[src/rtl/load_store_unit.sv]
// Load/store unit: one outstanding byte/half/word access on a word-wide memory port
// with byte enables, load extraction, misalignment and timeout faults.
module load_store_unit #(
  parameter int ADDR_W  = 32,
  parameter int TIMEOUT = 15
) (
  input  logic              i_clk,
  input  logic              i_rst,
  input  logic [31:0]       rs1_val,
  input  logic [31:0]       rs2_val,
  input  logic [31:0]       imm,
  input  logic [4:0]        rd_in,
  input  logic [2:0]        load_control,
  input  logic [1:0]        store_control,
  input  logic              mem_ready,
  input  logic              mem_rvalid,
  input  logic [31:0]       mem_rdata,
  output logic              mem_req,
  output logic              mem_we,
  output logic [ADDR_W-1:0] mem_addr,
  output logic [31:0]       mem_wdata,
  output logic [3:0]        mem_be,
  output logic              stall_pc,
  output logic              ignore_curr_inst,
  output logic              rd_write_control,
  output logic [4:0]        rd_out,
  output logic [31:0]       rd_write_val,
  output logic              misalign_fault,
  output logic              timeout_fault
);

  // state | meaning
  // IDLE  | waiting for an operation; accepts in the same cycle it is presented
  // REQ   | memory request held until mem_ready
  // WAIT  | load issued, waiting for mem_rvalid
  // DONE  | one-cycle completion: squash, writeback or fault pulse
  typedef enum logic [1:0] {IDLE, REQ, WAIT, DONE} state_t;

  localparam logic [7:0] CNT_LAST = 8'(TIMEOUT - 1);

  state_t            state;
  logic [ADDR_W-1:0] addr_q;
  logic              is_load_q;
  logic [1:0]        size_q;
  logic              uns_q;
  logic [4:0]        rd_q;
  logic [31:0]       rs2_q;
  logic [31:0]       rdata_q;
  logic [7:0]        cnt_q;
  logic              misalign_q;
  logic              timeout_q;
  logic              load_ok_q;

  logic              ld_op;
  logic              st_op;
  logic              accept;
  logic [1:0]        size_in;
  logic              uns_in;
  logic [ADDR_W-1:0] ea;
  logic              mis_in;
  logic [3:0]        be;
  logic [31:0]       wdata;

  function automatic logic [31:0] extract(input logic [31:0] word, input logic [1:0] lane,
                                          input logic [1:0] size, input logic uns);
    logic [7:0]  b;
    logic [15:0] h;
    b = word[{lane, 3'b000} +: 8];
    h = lane[1] ? word[31:16] : word[15:0];
    case (size)
      2'd0:    return uns ? {24'd0, b} : {{24{b[7]}}, b};
      2'd1:    return uns ? {16'd0, h} : {{16{h[15]}}, h};
      default: return word;
    endcase
  endfunction

  // size: 0 byte, 1 halfword, 2 word; a load takes priority over a store
  always_comb begin
    ld_op   = (load_control >= 3'd1) && (load_control <= 3'd5);
    st_op   = (store_control != 2'd0);
    accept  = ld_op || st_op;
    size_in = 2'd2;
    uns_in  = 1'b0;
    if (ld_op) begin
      case (load_control)
        3'd1:    size_in = 2'd0;
        3'd2:    size_in = 2'd1;
        3'd4:    begin size_in = 2'd0; uns_in = 1'b1; end
        3'd5:    begin size_in = 2'd1; uns_in = 1'b1; end
        default: size_in = 2'd2;
      endcase
    end else begin
      case (store_control)
        2'd1:    size_in = 2'd0;
        2'd2:    size_in = 2'd1;
        default: size_in = 2'd2;
      endcase
    end
    ea     = ADDR_W'(rs1_val + imm);
    mis_in = ((size_in == 2'd1) && ea[0]) || ((size_in == 2'd2) && (ea[1:0] != 2'b00));
  end

  always_comb begin
    be    = 4'b1111;
    wdata = rs2_q;
    if (!is_load_q) begin
      case (size_q)
        2'd0:    begin be = 4'b0001 << addr_q[1:0]; wdata = {4{rs2_q[7:0]}};  end
        2'd1:    begin be = 4'b0011 << addr_q[1:0]; wdata = {2{rs2_q[15:0]}}; end
        default: begin be = 4'b1111;                wdata = rs2_q;            end
      endcase
    end
  end

  always_ff @(posedge i_clk) begin
    if (i_rst) begin
      state      <= IDLE;
      addr_q     <= '0;
      is_load_q  <= 1'b0;
      size_q     <= 2'd0;
      uns_q      <= 1'b0;
      rd_q       <= 5'd0;
      rs2_q      <= 32'd0;
      rdata_q    <= 32'd0;
      cnt_q      <= 8'd0;
      misalign_q <= 1'b0;
      timeout_q  <= 1'b0;
      load_ok_q  <= 1'b0;
    end else begin
      case (state)
        IDLE: begin
          if (accept) begin
            addr_q     <= ea;
            is_load_q  <= ld_op;
            size_q     <= size_in;
            uns_q      <= uns_in;
            rd_q       <= rd_in;
            rs2_q      <= rs2_val;
            cnt_q      <= 8'd0;
            misalign_q <= mis_in;
            timeout_q  <= 1'b0;
            load_ok_q  <= 1'b0;
            state      <= mis_in ? DONE : REQ;
          end
        end
        REQ: begin
          // progress wins over timeout on the last permitted cycle
          if (mem_ready) begin
            cnt_q <= 8'd0;
            state <= is_load_q ? WAIT : DONE;
          end else if (cnt_q == CNT_LAST) begin
            timeout_q <= 1'b1;
            state     <= DONE;
          end else begin
            cnt_q <= cnt_q + 8'd1;
          end
        end
        WAIT: begin
          if (mem_rvalid) begin
            rdata_q   <= extract(mem_rdata, addr_q[1:0], size_q, uns_q);
            load_ok_q <= 1'b1;
            state     <= DONE;
          end else if (cnt_q == CNT_LAST) begin
            timeout_q <= 1'b1;
            state     <= DONE;
          end else begin
            cnt_q <= cnt_q + 8'd1;
          end
        end
        default: begin
          misalign_q <= 1'b0;
          timeout_q  <= 1'b0;
          load_ok_q  <= 1'b0;
          cnt_q      <= 8'd0;
          state      <= IDLE;
        end
      endcase
    end
  end

  assign mem_req          = (state == REQ);
  assign mem_we           = (state == REQ) && !is_load_q;
  assign mem_addr         = (state == REQ) ? addr_q : '0;
  assign mem_be           = (state == REQ) ? be : 4'd0;
  assign mem_wdata        = ((state == REQ) && !is_load_q) ? wdata : 32'd0;
  assign stall_pc         = ((state == IDLE) && accept && !i_rst) || (state == REQ) || (state == WAIT);
  assign ignore_curr_inst = (state == DONE);
  assign rd_write_control = (state == DONE) && load_ok_q;
  assign rd_out           = rd_write_control ? rd_q : 5'd0;
  assign rd_write_val     = rd_write_control ? rdata_q : 32'd0;
  assign misalign_fault   = (state == DONE) && misalign_q;
  assign timeout_fault    = (state == DONE) && timeout_q;

endmodule

[config.mk]
export PLATFORM = sky130hd
export DESIGN_NAME = load_store_unit
export DESIGN_NICKNAME = d
export VERILOG_FILES = /design/src/rtl/load_store_unit.sv
export SDC_FILE = /design/constraint.sdc
export NUM_CORES = 1
export LEC_CHECK = 0
export CAP_MARGIN = 20
export CORE_ASPECT_RATIO = 2
export CORE_UTILIZATION = 30
export DETAILED_ROUTE_END_ITERATION = 10
export SYNTH_ARGS = -nofsm -noshare
export SYNTH_HDL_FRONTEND = slang
export SYNTH_SLANG_ARGS = --single-unit
[constraint.sdc]
create_clock -name i_clk -period 7.5 [get_ports i_clk]
set_input_delay 0.75 -clock i_clk [delete_from_list [all_inputs] [get_ports i_clk]]
set_output_delay 0.75 -clock i_clk [all_outputs]
set_load 0.05 [all_outputs]
Word level (Yosys, flattened, before mapping)
Index checks and enable logic that the tools add are counted.
Storage, ports and cells
  register bits after elaboration: 118
  word-level logic and storage cells: 106
Cells by class
  add/sub/neg operators: 2
  magnitude comparators: 2
  equal/unequal tests: 17
  shifts and indexed selects: 3
  mux-type cells: 39
  bitwise logic cells: 2
  reductions and logical operators: 29
Operator list (count)
  two-way mux 32 bit: 6
  one-hot mux 32 bit (2 select lines): 2
  adder 32 bit: 1
  two-way mux 8 bit: 4
  variable part select 32 x 6 -> 8 bit: 1
  one-hot mux 8 bit (3 select lines): 1
  two-way mux 16 bit: 1
  two-way mux 2 bit: 6
  logical AND 1 bit: 9
  two-way mux 1 bit: 9
  adder 8 x 1 -> 8 bit, second input constant: 1
  == test 2 x 1 -> 1 bit, second input constant: 4
  == test 2 bit, second input constant: 4
  == test 8 x 4 -> 1 bit, second input constant: 1
  two-way mux 4 bit: 2
  != test 2 bit, second input constant: 4
  one-hot mux 2 bit (2 select lines): 2
  one-hot mux 4 bit (2 select lines): 1
  AND reduction 2 bit: 4
  OR reduction 2 bit: 4
  == test 3 bit, second input constant: 2
  one-hot mux 1 bit (3 select lines): 2
  one-hot mux 2 bit (3 select lines): 1
  AND reduction 3 bit: 2
  other kinds (13): 20

Logic depth before layout (Yosys ltp)
Gate-level depths: netlist of run 1.
  word-level depth: 10
  depth in mapped cells: 10
  mapped depth without buffers: 10

Least setup slack after synthesis of run 1
No wires, ideal clock.
  kind: register to output
  start point: reg state[1]
  end point: out mem_wdata[31]
  arrival: 3370 ps
  data required time: 6750 ps
  path slack: 3380 ps
  cell stages (with the launch flop): 9
  path buffers: 2
  path through: dfxtp_1 > inv_1 > ha_1 > clkbuf_1 > nand2b_1 > inv_1 > clkbuf_1 > o31ai_1 > a221oi_1
On the way
  cells in the longest elaborated chain, start to end: 3
Ends and longest elaborated chain
  start: declaration: RTL line 41  | state_t state;
  start signal: assignment: RTL line 143  | state <= mis_in ? DONE : REQ;
  start signal: assignment: RTL line 150  | state <= is_load_q ? WAIT : DONE;
  == test 2 x 1 -> 1 bit
  net mem_req: RTL line 18  | output logic mem_req,
  logical AND 1 bit: RTL line 185  | assign mem_wdata = ((state == REQ) && !is_load_q) ? wdata : 32'd0;
  net mem_we: RTL line 19  | output logic mem_we,
  two-way mux 32 bit: RTL line 185
  end: declaration: RTL line 21  | output logic [31:0] mem_wdata,
The timed path passes the listed nets, and every way through them passes these cells.

Worst setup path after layout of run 1
  start point: in load_control[2]
  end point: out stall_pc
On the way
  cells in the longest elaborated chain, start to end: 7
  elaborated cells between the ends (all ways): 8
  classes of those cells: 2 x order compare; 6 x reduce/logical
Ends and longest elaborated chain
  start: declaration: RTL line 13  | input logic [2:0] load_control,
  >= comparator 3 x 1 -> 1 bit / less-or-equal comparator 3 bit (equally long branches): RTL line 79  | ld_op = (load_control >= 3'd1) && (load_control <= 3'd5);
  logical AND 1 bit (*): RTL line 79
  logical OR 1 bit (*): RTL line 81  | accept = ld_op || st_op;
  logical AND 1 bit (*) (2 in a row): RTL line 186  | assign stall_pc = ((state == IDLE) && accept && !i_rst) || (state == REQ) || (state == WAIT);
  logical OR 1 bit (*) (2 in a row): RTL line 186
  end: declaration: RTL line 23  | output logic stall_pc,
Every way passes the cells marked *; elsewhere a longest branch is shown, timed or not.

==> out/summary.txt, run 1 <==
TIMING
------------------------------------------------------------------------------------
Headroom to the max-slew limit                                                 30.5%
Transition at the pin with the smallest max-transition slack                 1.04 ns
Achievable Freq                                                              233 MHz
Setup total negative slack                                                      0 ns
Setup repair after global routing missed its margin                            false
Min setup slack post-route                                                   3.21 ns
Final slew viol count                                                              0
Setup clock skew after layout                                             0.00720 ns
Count of final setup violators                                                     0
Final period util                                                              57.2%
Final min period                                                             4.29 ns
Final number of hold-violating endpoints                                           0

GRT
------------------------------------------------------------------------------------
Number of global-route vias before repair                                       8503
Largest net degree at the start of global routing                                 64
Gr usage total                                                                 23.4%
First-pass GRT wire length                                                  47200 um
Initial antenna violation count                                                    2
Residual overflow from global routing                                              0

PLACED DESIGN
------------------------------------------------------------------------------------
Number of buffer cells added on primary ports                                    253
Cell Count Post-Placement                                                       1618
HPWL reported at the end of detailed placement                              23900 um
Post-placement setup slack                                                   3.22 ns
Routability congestion estimate                                                0.923

SYNTHESIS
------------------------------------------------------------------------------------
Mux contribution to synthesized area                                           3.12%
Seq cells post-synth                                                             118
Parity-gate share of the synthesized area counting xor and xnor cells          2.53%
Post-synthesis area per instance                                           7.31 um^2
Share of synthesized flip-flops with an asynchronous set or reset                 0%
Main area contributors after synthesis                                  dfxtp_1 30%, nand2_1 9.3%, a21oi_1 7.4%, ha_1 6.1%, nor2_1 4.8%
Number of distinct library cells after synthesis                                  72
Share of synthesized area occupied by flip-flops and latches                   29.7%
Synthesized area                                                           7950 um^2
Main flop type after synthesis                                               dfxtp_1
Count of warnings emitted by yosys                                                 0
Area share of fa/ha/maj cells after synthesis                                  6.39%
Area fraction in and, or, nand and nor cells after synthesis                   28.5%
Compound-cell area share of the yosys netlist                                  24.2%
Main combinational cell family by area after synthesis                  simple AND/OR/NAND/NOR gates
Share of Yosys cell area claimed by the top area cell type                     29.7%
EDFF count, synth                                                                  0
Syn nets                                                                        1269
Cell type contributing the most total cell area after synthesis              dfxtp_1
Syn Inst Count                                                                  1087

CLOCKING
------------------------------------------------------------------------------------
Clock insertion delay at the later pin of the skew report                    0.42 ns
Clock tree from TritonCTS                                                       done
Number of cells upsized or downsized after cts                                     0
Clk sinks                                                                        118
Post-CTS repair timing setup buffer count                                          0
Number of hold buffers added after cts                                             0
Cell at the root of the clock tree                                         clkbuf_16
Cts bufs inserted                                                                 17
Clock Pin Slew Worst Setup and Hold Paths                                    0.05 ns
H-tree depth                                                                       4
Buffer depth of the longest clock path                                             2

DIE
------------------------------------------------------------------------------------
Initial Util                                                                   30.4%
Top Ports                                                                        254
Overall die width                                                             117 um
Core box area                                                             26200 um^2
Count of standard-cell rows                                                       84
Die footprint                                                             27200 um^2
Die span in y                                                                 232 um

ROUTING
------------------------------------------------------------------------------------
Number of vias after detailed routing                                           8692
Pre-Repair DR Iteration Count                                                      5
Violation count after the first detailed-route iteration                         586
Overall routed net length                                                   31400 um
Remaining DRCs                                                                     0
Wire per inst                                                                19.0 um
Number of vias per cell                                                         5.26
Number of nets with antenna violations after detailed routing                      0

CELLS AND AREA
------------------------------------------------------------------------------------
Most common cell after layout, fill and taps aside                      clkdlybuf4s50_1
Area taken by multi-input logic gates                                      5160 um^2
Share of post-route cells with drive strength above 1                          5.43%
Filler cells                                                                    2689
Commonest cells after routing, fill and taps aside                      252 x clkdlybuf4s50_1, 196 x nand2_1, 118 x dfxtp_1
Nets                                                                            1476
Area taken by flip-flops and latches                                       2360 um^2
Number of standard cells in the final layout excluding fillers                  1653
Post-synthesis to final-layout area growth                                     42.9%

POWER
------------------------------------------------------------------------------------
Maximum ir drop on the vdd rail                                             0.155 mV
Leakage                                                                      4.43 nW
Power Density                                                            292 nW/um^2

HOLD PATH
------------------------------------------------------------------------------------
Path type of the worst min-delay path                                     reg -> reg

WORST SETUP PATH
------------------------------------------------------------------------------------
Element type at the critical path end                                   primary output
CP max stage delay                                                           0.80 ns
Top fanout value on the critical path                                             10
WP data arrival                                                              3.54 ns
Slowest library cell on the worst path                                  clkdlybuf4s50_1
Launching element type of the critical path                                input pin
Data required, critical path                                                 6.75 ns
Critical path cell sequence                                             clkdlybuf4s50_1 -> and2_1 -> o21ai_1 -> nand2_2 -> nor2_1 -> or3_1 -> clkdlybuf4s50_1
Type of the worst setup path                                               in -> out
Critical Path Most Common Cell                                          clkdlybuf4s50_1

STATUS
------------------------------------------------------------------------------------
Run status                                                              finished, final reports clean

FLOW RUN
------------------------------------------------------------------------------------
Max-capacitance violation count                                                    0

[per-layer routing]
layer	up-vias	GRT usage, %	part of all wire (%)
li1	4229	-	-
met1	4037	22.6	34
met2	330	43.7	54
met3	96	3.42	4.6
met4	0	17.2	6.9
met5	-	0	0
[critical path, delay by kind of cell]
family          cells  cell delay (ns)
compound gates      1             0.34
buf+inv             2             1.29
simple gates        4             1.15
[state kept, by name, summed over array words and instances, names as in the netlist]
register / flops
addr_q: 32
rdata_q: 32
rs2_q: 32
cnt_q: 8
rd_q: 5
size_q: 2
state: 2
is_load_q: 1
load_ok_q: 1
misalign_q: 1
timeout_q: 1
uns_q: 1
[through the flow]
stage	utilization, %	power, mW	hold slack [ns]	instance area [um^2]
after floorplan	-	1.92	0.417	7950
after global placement	40.9	2.43	0.431	10700
after detailed placement	41.0	2.46	0.436	10700
after CTS	43.4	3.34	0.446	11300
after global routing	43.4	3.52	0.465	11400
final	43.4	3.32	0.443	11400
[final timing paths]
kind	start	to	slack [ns]	depth (start not counted)
hold / removal	addr_q[3]$_SDFFE_PP0N_	addr_q[3]$_SDFFE_PP0N_	0.44	2
setup reg to reg	addr_q[1]$_SDFFE_PP0N_	rdata_q[23]$_SDFFE_PP0P_	4.84	7
setup / recovery	load_control[2]	stall_pc	3.21	7
hold reg to reg	addr_q[3]$_SDFFE_PP0N_	addr_q[3]$_SDFFE_PP0N_	0.44	2
[Yosys cell counts (all sizes together) (3+ instances only)]
cell type / count
a211o: 4
a211oi: 42
a21o: 14
a21oi: 117
a221o: 8
a221oi: 4
a22oi: 9
and2: 50
and3: 44
buf: 8
clkbuf: 71
dfxtp: 118
ha: 39
inv: 36
mux2i: 9
mux4: 7
nand2: 197
nand2b: 3
nand3: 15
nand4: 12
nor2: 102
nor2b: 9
nor3: 24
nor3b: 3
nor4: 3
o211ai: 6
o21a: 9
o21ai: 41
o21bai: 9
o31ai: 5
or2: 3
or3: 8
xnor2: 14
xor2: 9
[power by group]
group / total, mW / switching [mW] / internal [mW] / leakage, nW
clock: 0.874 / 0.312 / 0.562 / 0.305
sequential: 0.906 / 0.127 / 0.779 / 0.969
combinational: 1.54 / 1.01 / 0.533 / 3.16
total: 3.32 / 1.44 / 1.87 / 4.43
[cell families after synthesis]
kind of cell | after synthesis
buffers and inverters | 115
and+or+nand+nor | 484
xor gates and xnor gates | 23
AOI/OAI and AO/OA | 291
muxes | 16
adders and majority gates | 40
DFF | 118
[cell type report]
| cell class | count | area share [%] |
|---|---|---|
| Antenna cell | 2 | 0.0441 |
| Clock buffer | 18 | 3.87 |
| Clock inverter | 14 | 1.61 |
| Inverter | 36 | 1.19 |
| Multi-Input combinational cell | 854 | 45.4 |
| Sequential cell | 118 | 20.8 |
| Tap cell | 344 | 3.79 |
| Timing Repair Buffer | 267 | 23.3 |
No activity file was read; power rests on OpenSTA's default activity.
==> run 2: changes to the inputs <==
==> constraint.sdc (replaced) <==
create_clock -name i_clk -period 4.1 [get_ports i_clk]
set_input_delay 0.41 -clock i_clk [delete_from_list [all_inputs] [get_ports i_clk]]
set_output_delay 0.41 -clock i_clk [all_outputs]
set_load 0.05 [all_outputs]
==> run 2 against run 1 <==
  * Cell count increased by 0.30%
  * Worst setup slack worse by 2.3 ns
  * Sequential power rose by 83%
  * Design area rose by 1.7%
  * Highest routed layer unchanged
==> out/summary.txt, run 2 (synthesis results as in run 1) <==
STATUS
--------------------------------------------------------------------------------
Run status                                                          finished, final reports clean

TIMING
--------------------------------------------------------------------------------
Final number of hold-violating endpoints                                       0
Final slew viol count                                                          0
Setup clock skew after layout                                         0.00673 ns
Headroom to the max-slew limit                                             44.3%
Transition at the pin with the smallest max-transition slack            0.835 ns
Achievable Freq                                                          313 MHz
Final min period                                                         3.20 ns
Count of final setup violators                                                 0
Setup total negative slack                                                  0 ns
Final period util                                                          78.0%
Setup repair after global routing missed its margin                        false

DIE
--------------------------------------------------------------------------------
Initial Util                                                               30.4%
Die footprint                                                         27200 um^2
Count of standard-cell rows                                                   84
Die span in y                                                             232 um
Overall die width                                                         117 um
Core box area                                                         26200 um^2
Top Ports                                                                    254

CLOCKING
--------------------------------------------------------------------------------
Clock insertion delay at the later pin of the skew report                0.43 ns
Number of hold buffers added after cts                                         0
Cts bufs inserted                                                             17
Post-CTS repair timing setup buffer count                                      0
Clock Pin Slew Worst Setup and Hold Paths                                0.05 ns
Clock tree from TritonCTS                                                   done
Cell at the root of the clock tree                                     clkbuf_16
H-tree depth                                                                   4
Clk sinks                                                                    118
Number of cells upsized or downsized after cts                                 0
Buffer depth of the longest clock path                                         2

CELLS AND AREA
--------------------------------------------------------------------------------
Post-synthesis to final-layout area growth                                 45.3%
Nets                                                                        1482
Commonest cells after routing, fill and taps aside                  218 x clkdlybuf4s50_1, 196 x nand2_1, 118 x dfxtp_1
Share of post-route cells with drive strength above 1                      7.94%
Fraction of the core area covered by cells at the end of the flow          44.1%
Filler cells                                                                2667
Most common cell after layout, fill and taps aside                  clkdlybuf4s50_1
Regs by FF count                                                    addr_q x32, rdata_q x32, rs2_q x32

ROUTING
--------------------------------------------------------------------------------
Remaining DRCs                                                                 0
Pre-Repair DR Iteration Count                                                  5
Number of nets with antenna violations after detailed routing                  0
Overall routed net length                                               31600 um
Number of vias after detailed routing                                       8712
Violation count after the first detailed-route iteration                     584
Number of vias per cell                                                     5.25
Wire per inst                                                            19.1 um

WORST SETUP PATH
--------------------------------------------------------------------------------
Crit Reg-Reg Startpoint                                             size_q[0]$_SDFFE_PP0N_
Worst-case reg-to-reg path depth                                               6
Launching element type of the critical path                                 flop
WP data arrival                                                          2.79 ns
Type of the worst setup path                                          reg -> out
Worst flop-to-flop path endpoint                                    rdata_q[8]$_SDFFE_PP0P_
Element type at the critical path end                               primary output
Top fanout value on the critical path                                         39
Data required, critical path                                             3.69 ns
Reg2reg setup slack                                                      1.61 ns

FLOW RUN
--------------------------------------------------------------------------------
Max-capacitance violation count                                                0

POWER
--------------------------------------------------------------------------------
Power Density                                                        526 nW/um^2
Maximum ir drop on the vdd rail                                         0.341 mV
Leakage                                                                  4.57 nW

GRT
--------------------------------------------------------------------------------
Gr usage total                                                             23.8%
Largest net degree at the start of global routing                             57
Number of global-route vias before repair                                   8685
Residual overflow from global routing                                          0
First-pass GRT wire length                                              47700 um
Initial antenna violation count                                                4

HOLD PATH
--------------------------------------------------------------------------------
Hold Path End                                                       addr_q[4]$_SDFFE_PP0N_
HP Start                                                            addr_q[4]$_SDFFE_PP0N_
Instance count along the most critical hold path                               2
Path type of the worst min-delay path                                 reg -> reg

PLACED DESIGN
--------------------------------------------------------------------------------
Number of buffer cells added on primary ports                                253
Routability congestion estimate                                            0.937
HPWL reported at the end of detailed placement                          24200 um

==> run 2: how the worst max path moves through the flow <==
stage | from | endpoint | slack [ns] | depth (start not counted)
2_1_floorplan | state[1]$_SDFFE_PP0P_ | mem_wdata[31] | 0.32 | 8
3_3_place_gp | rs1_val[0] | addr_q[30]$_SDFFE_PP0N_ | 0.85 | 11
3_5_place_dp | rs1_val[0] | addr_q[30]$_SDFFE_PP0N_ | 0.79 | 11
4_1_cts | state[1]$_SDFFE_PP0P_ | mem_addr[9] | 0.85 | 5
5_1_grt | state[1]$_SDFFE_PP0P_ | mem_wdata[31] | 0.73 | 8
6_report | state[1]$_SDFFE_PP0P_ | mem_addr[9] | 0.90 | 5
==> run 2: routing by layer <==
| metal | vias up | wire, um | global-route usage, % |
|---|---|---|---|
| met2 | 319 | 17200 | 44.5 |
| li1 | 4235 | - | - |
| met4 | 0 | 2110 | 17.6 |
| met5 | - | 0 | 0 |
| met3 | 87 | 1510 | 4.52 |
| met1 | 4071 | 10800 | 22.1 |
==> run 2: worst max-delay path, stage by stage, from the launching register on <==
cell and delay, ns:
dfxtp_1 0.35, inv_1 0.09, ha_1 0.35, buf_4 0.47, and2_1 0.26, clkdlybuf4s50_1 0.83
==> run 2: layout make-up <==
| type | count | area, um^2 | share of cell area, % |
|---|---|---|---|
| flip-flops and latches | 118 | 2360 | 20.5 |
| clock buffers | 25 | 495 | 4.29 |
| multi-input cells | 854 | 5160 | 44.6 |
| repair buffers | 273 | 2890 | 25.0 |
| clock inverters | 4 | 70.1 | 0.607 |
| inverters | 36 | 135 | 1.17 |
| well taps | 344 | 430 | 3.73 |
| diodes | 4 | 10.0 | 0.0867 |
==> run 2: stage by stage <==
step / power [mW] / area [um^2] / instances / hold WS [ns] / setup WS, ns
floorplan: 3.51 / 7950 / 1087 / 0.417 / 0.320
global placement: 4.58 / 11000 / 1624 / 0.433 / 0.848
detailed placement: 4.62 / 11000 / 1624 / 0.442 / 0.788
CTS: 6.12 / 11500 / 1653 / 0.449 / 0.853
global route: 6.44 / 11600 / 1658 / 0.463 / 0.734
finish: 6.08 / 11600 / 1658 / 0.448 / 0.902
==> run 2: power by group <==
part	switching, mW	internal, mW	total (mW)	leakage (nW)
Clock	0.524	0.946	1.47	0.279
Combinational	1.88	1.07	2.95	3.32
Sequential	0.231	1.43	1.66	0.969
==> run 3: changes to the inputs <==
==> constraint.sdc (replaced) <==
create_clock -name i_clk -period 3.3 [get_ports i_clk]
set_input_delay 0.33 -clock i_clk [delete_from_list [all_inputs] [get_ports i_clk]]
set_output_delay 0.33 -clock i_clk [all_outputs]
set_load 0.05 [all_outputs]
==> run 3 against run 2 <==
  * Worst hold slack got worse by 0.048 ns
  * Flip-flop and latch count did not move
  * Utilization up 0.49 points
  * Wire length hardly changed
  * Total power up 27%
  * Cell count increased by 0.42%
  * Count of clock-buffer cells in the layout decreased by 8
  * Sequential power increased by 20%
  * Largest power group unchanged
==> out/summary.txt, run 3 (synthesis results as in run 1) <==
STATUS
--------------------------------------------------------------------------------
Run status                                                          finished, final reports clean

FLOW RUN
--------------------------------------------------------------------------------
Max-capacitance violation count                                                0

CELLS AND AREA
--------------------------------------------------------------------------------
Share of post-route cells with drive strength above 1                      12.0%
Area taken by flip-flops and latches                                   2360 um^2
Fraction of the core area covered by cells at the end of the flow          44.6%
Most common cell after layout, fill and taps aside                       nand2_1
Post-synthesis to final-layout area growth                                 46.9%
Filler cells                                                                2648
Regs by FF count                                                    addr_q x32, rdata_q x32, rs2_q x32
Nets                                                                        1488
Area taken by multi-input logic gates                                  5160 um^2
Commonest cells after routing, fill and taps aside                  196 x nand2_1, 178 x clkdlybuf4s50_1, 118 x dfxtp_1

TIMING
--------------------------------------------------------------------------------
Achievable Freq                                                          353 MHz
Setup repair after global routing missed its margin                        false
Final min period                                                         2.83 ns
Transition at the pin with the smallest max-transition slack            0.986 ns
Final period util                                                          85.9%
Count of final setup violators                                                 0
Final slew viol count                                                          0
Min setup slack post-route                                              0.466 ns
Setup total negative slack                                                  0 ns
Final hold slack                                                        0.399 ns
Setup clock skew after layout                                         0.00954 ns
Final number of hold-violating endpoints                                       0
Headroom to the max-slew limit                                             34.0%

CLOCKING
--------------------------------------------------------------------------------
Clock insertion delay at the later pin of the skew report                0.44 ns
Number of cells upsized or downsized after cts                                 0
Cell at the root of the clock tree                                     clkbuf_16
Number of hold buffers added after cts                                         0
Clock Pin Slew Worst Setup and Hold Paths                                0.06 ns
Post-CTS repair timing setup buffer count                                      0
Clock tree from TritonCTS                                                   done
Buffer depth of the longest clock path                                         2
H-tree depth                                                                   4
Cts bufs inserted                                                             17
Clk sinks                                                                    118

GRT
--------------------------------------------------------------------------------
Initial antenna violation count                                                1
Largest net degree at the start of global routing                             55
Number of global-route vias before repair                                   8615
First-pass GRT wire length                                              47200 um
Gr usage total                                                             23.5%
Residual overflow from global routing                                          0

WORST SETUP PATH
--------------------------------------------------------------------------------
Bufs and invs on worst path                                                    2
Data required, critical path                                             3.65 ns
WP data arrival                                                          3.18 ns
Reg2reg setup slack                                                      0.92 ns
Slowest library cell on the worst path                              clkdlybuf4s50_1
Top fanout value on the critical path                                          4
CP max stage delay                                                       0.46 ns
Type of the worst setup path                                           in -> reg
Launching element type of the critical path                            input pin
Cell class contributing the biggest share of worst-path delay       compound AO/OA/AOI/OAI gates
Critical path cell sequence                                         clkdlybuf4s50_1 -> ha_1 -> inv_1 -> fa_1 -> and2b_2 -> o2111ai_4 -> a2111oi_4 -> o21bai_2 -> a211o_1 -> and3_4 -> o31ai_2
Element type at the critical path end                                       flop

ROUTING
--------------------------------------------------------------------------------
Number of nets with antenna violations after detailed routing                  0
Wire length on met2                                                     17600 um
Number of vias per cell                                                     5.22
Routed length on met3                                                    1420 um
Wire per inst                                                            19.0 um
Violation count after the first detailed-route iteration                     482
Remaining DRCs                                                                 0
Number of vias after detailed routing                                       8697
Pre-Repair DR Iteration Count                                                  5
Overall routed net length                                               31700 um
Metal1 wirelength                                                       10900 um
Highest metal layer used by the detailed router                             met4

POWER
--------------------------------------------------------------------------------
Maximum ir drop on the vdd rail                                         0.368 mV
Leakage                                                                  4.71 nW
Power Density                                                        661 nW/um^2
Post-layout power                                                        7.72 mW

DIE
--------------------------------------------------------------------------------
Overall die width                                                         117 um
Count of standard-cell rows                                                   84
Top Ports                                                                    254
Die span in y                                                             232 um
Initial Util                                                               30.4%
Core box area                                                         26200 um^2
Die footprint                                                         27200 um^2

PLACED DESIGN
--------------------------------------------------------------------------------
Routability congestion estimate                                            0.907
Post-placement setup slack                                             0.0439 ns
Number of buffer cells added on primary ports                                253
HPWL reported at the end of detailed placement                          24400 um

HOLD PATH
--------------------------------------------------------------------------------
Path type of the worst min-delay path                                  in -> reg

==> run 3: area by class of cell <==
cell class	instances	share of cell area, %
well taps	344	3.69
diodes	2	0.0428
flip-flops and latches	118	20.2
repair buffers	279	25.5
clock buffers	17	3.64
multi-input cells	854	44.2
inverters	36	1.16
clock inverters	15	1.54
==> run 3: where the power goes <==
part,leakage (nW),switching [mW],internal (mW)
registers,0.969,0.235,1.77
clock network,0.278,0.745,1.19
logic,3.46,2.40,1.39
==> run 3: routing by layer <==
metal / vias to the layer above / GRT usage [%]
li1: 4257 / -
met1: 4050 / 21.8
met2: 312 / 45.8
met3: 78 / 4.33
met4: 0 / 13.7
met5: - / 0
==> run 3: worst paths after layout <==
path | start | depth (start not counted) | to
hold reg to reg | addr_q[28]$_SDFFE_PP0N_ | 2 | addr_q[28]$_SDFFE_PP0N_
setup reg to reg | state[1]$_SDFFE_PP0P_ | 7 | addr_q[18]$_SDFFE_PP0N_
hold / removal | i_rst | 2 | cnt_q[1]$_SDFFE_PP0P_
setup / recovery | rs1_val[0] | 11 | addr_q[18]$_SDFFE_PP0N_
==> run 3: worst register-to-register path, stage by stage, from the launching register on <==
cell and delay, ns:
dfxtp_1 0.40, inv_1 0.08, ha_1 0.29, and2_2 0.32, nor2_1 0.78, buf_4 0.27, nand2_1 0.08, o31ai_2 0.07
==> run 3: stage by stage <==
step / cell area, um^2 / cells
after floorplan: 7960 / 1087
after global placement: 11100 / 1631
after detailed placement: 11100 / 1631
after CTS: 11700 / 1663
after global routing: 11700 / 1664
final: 11700 / 1665
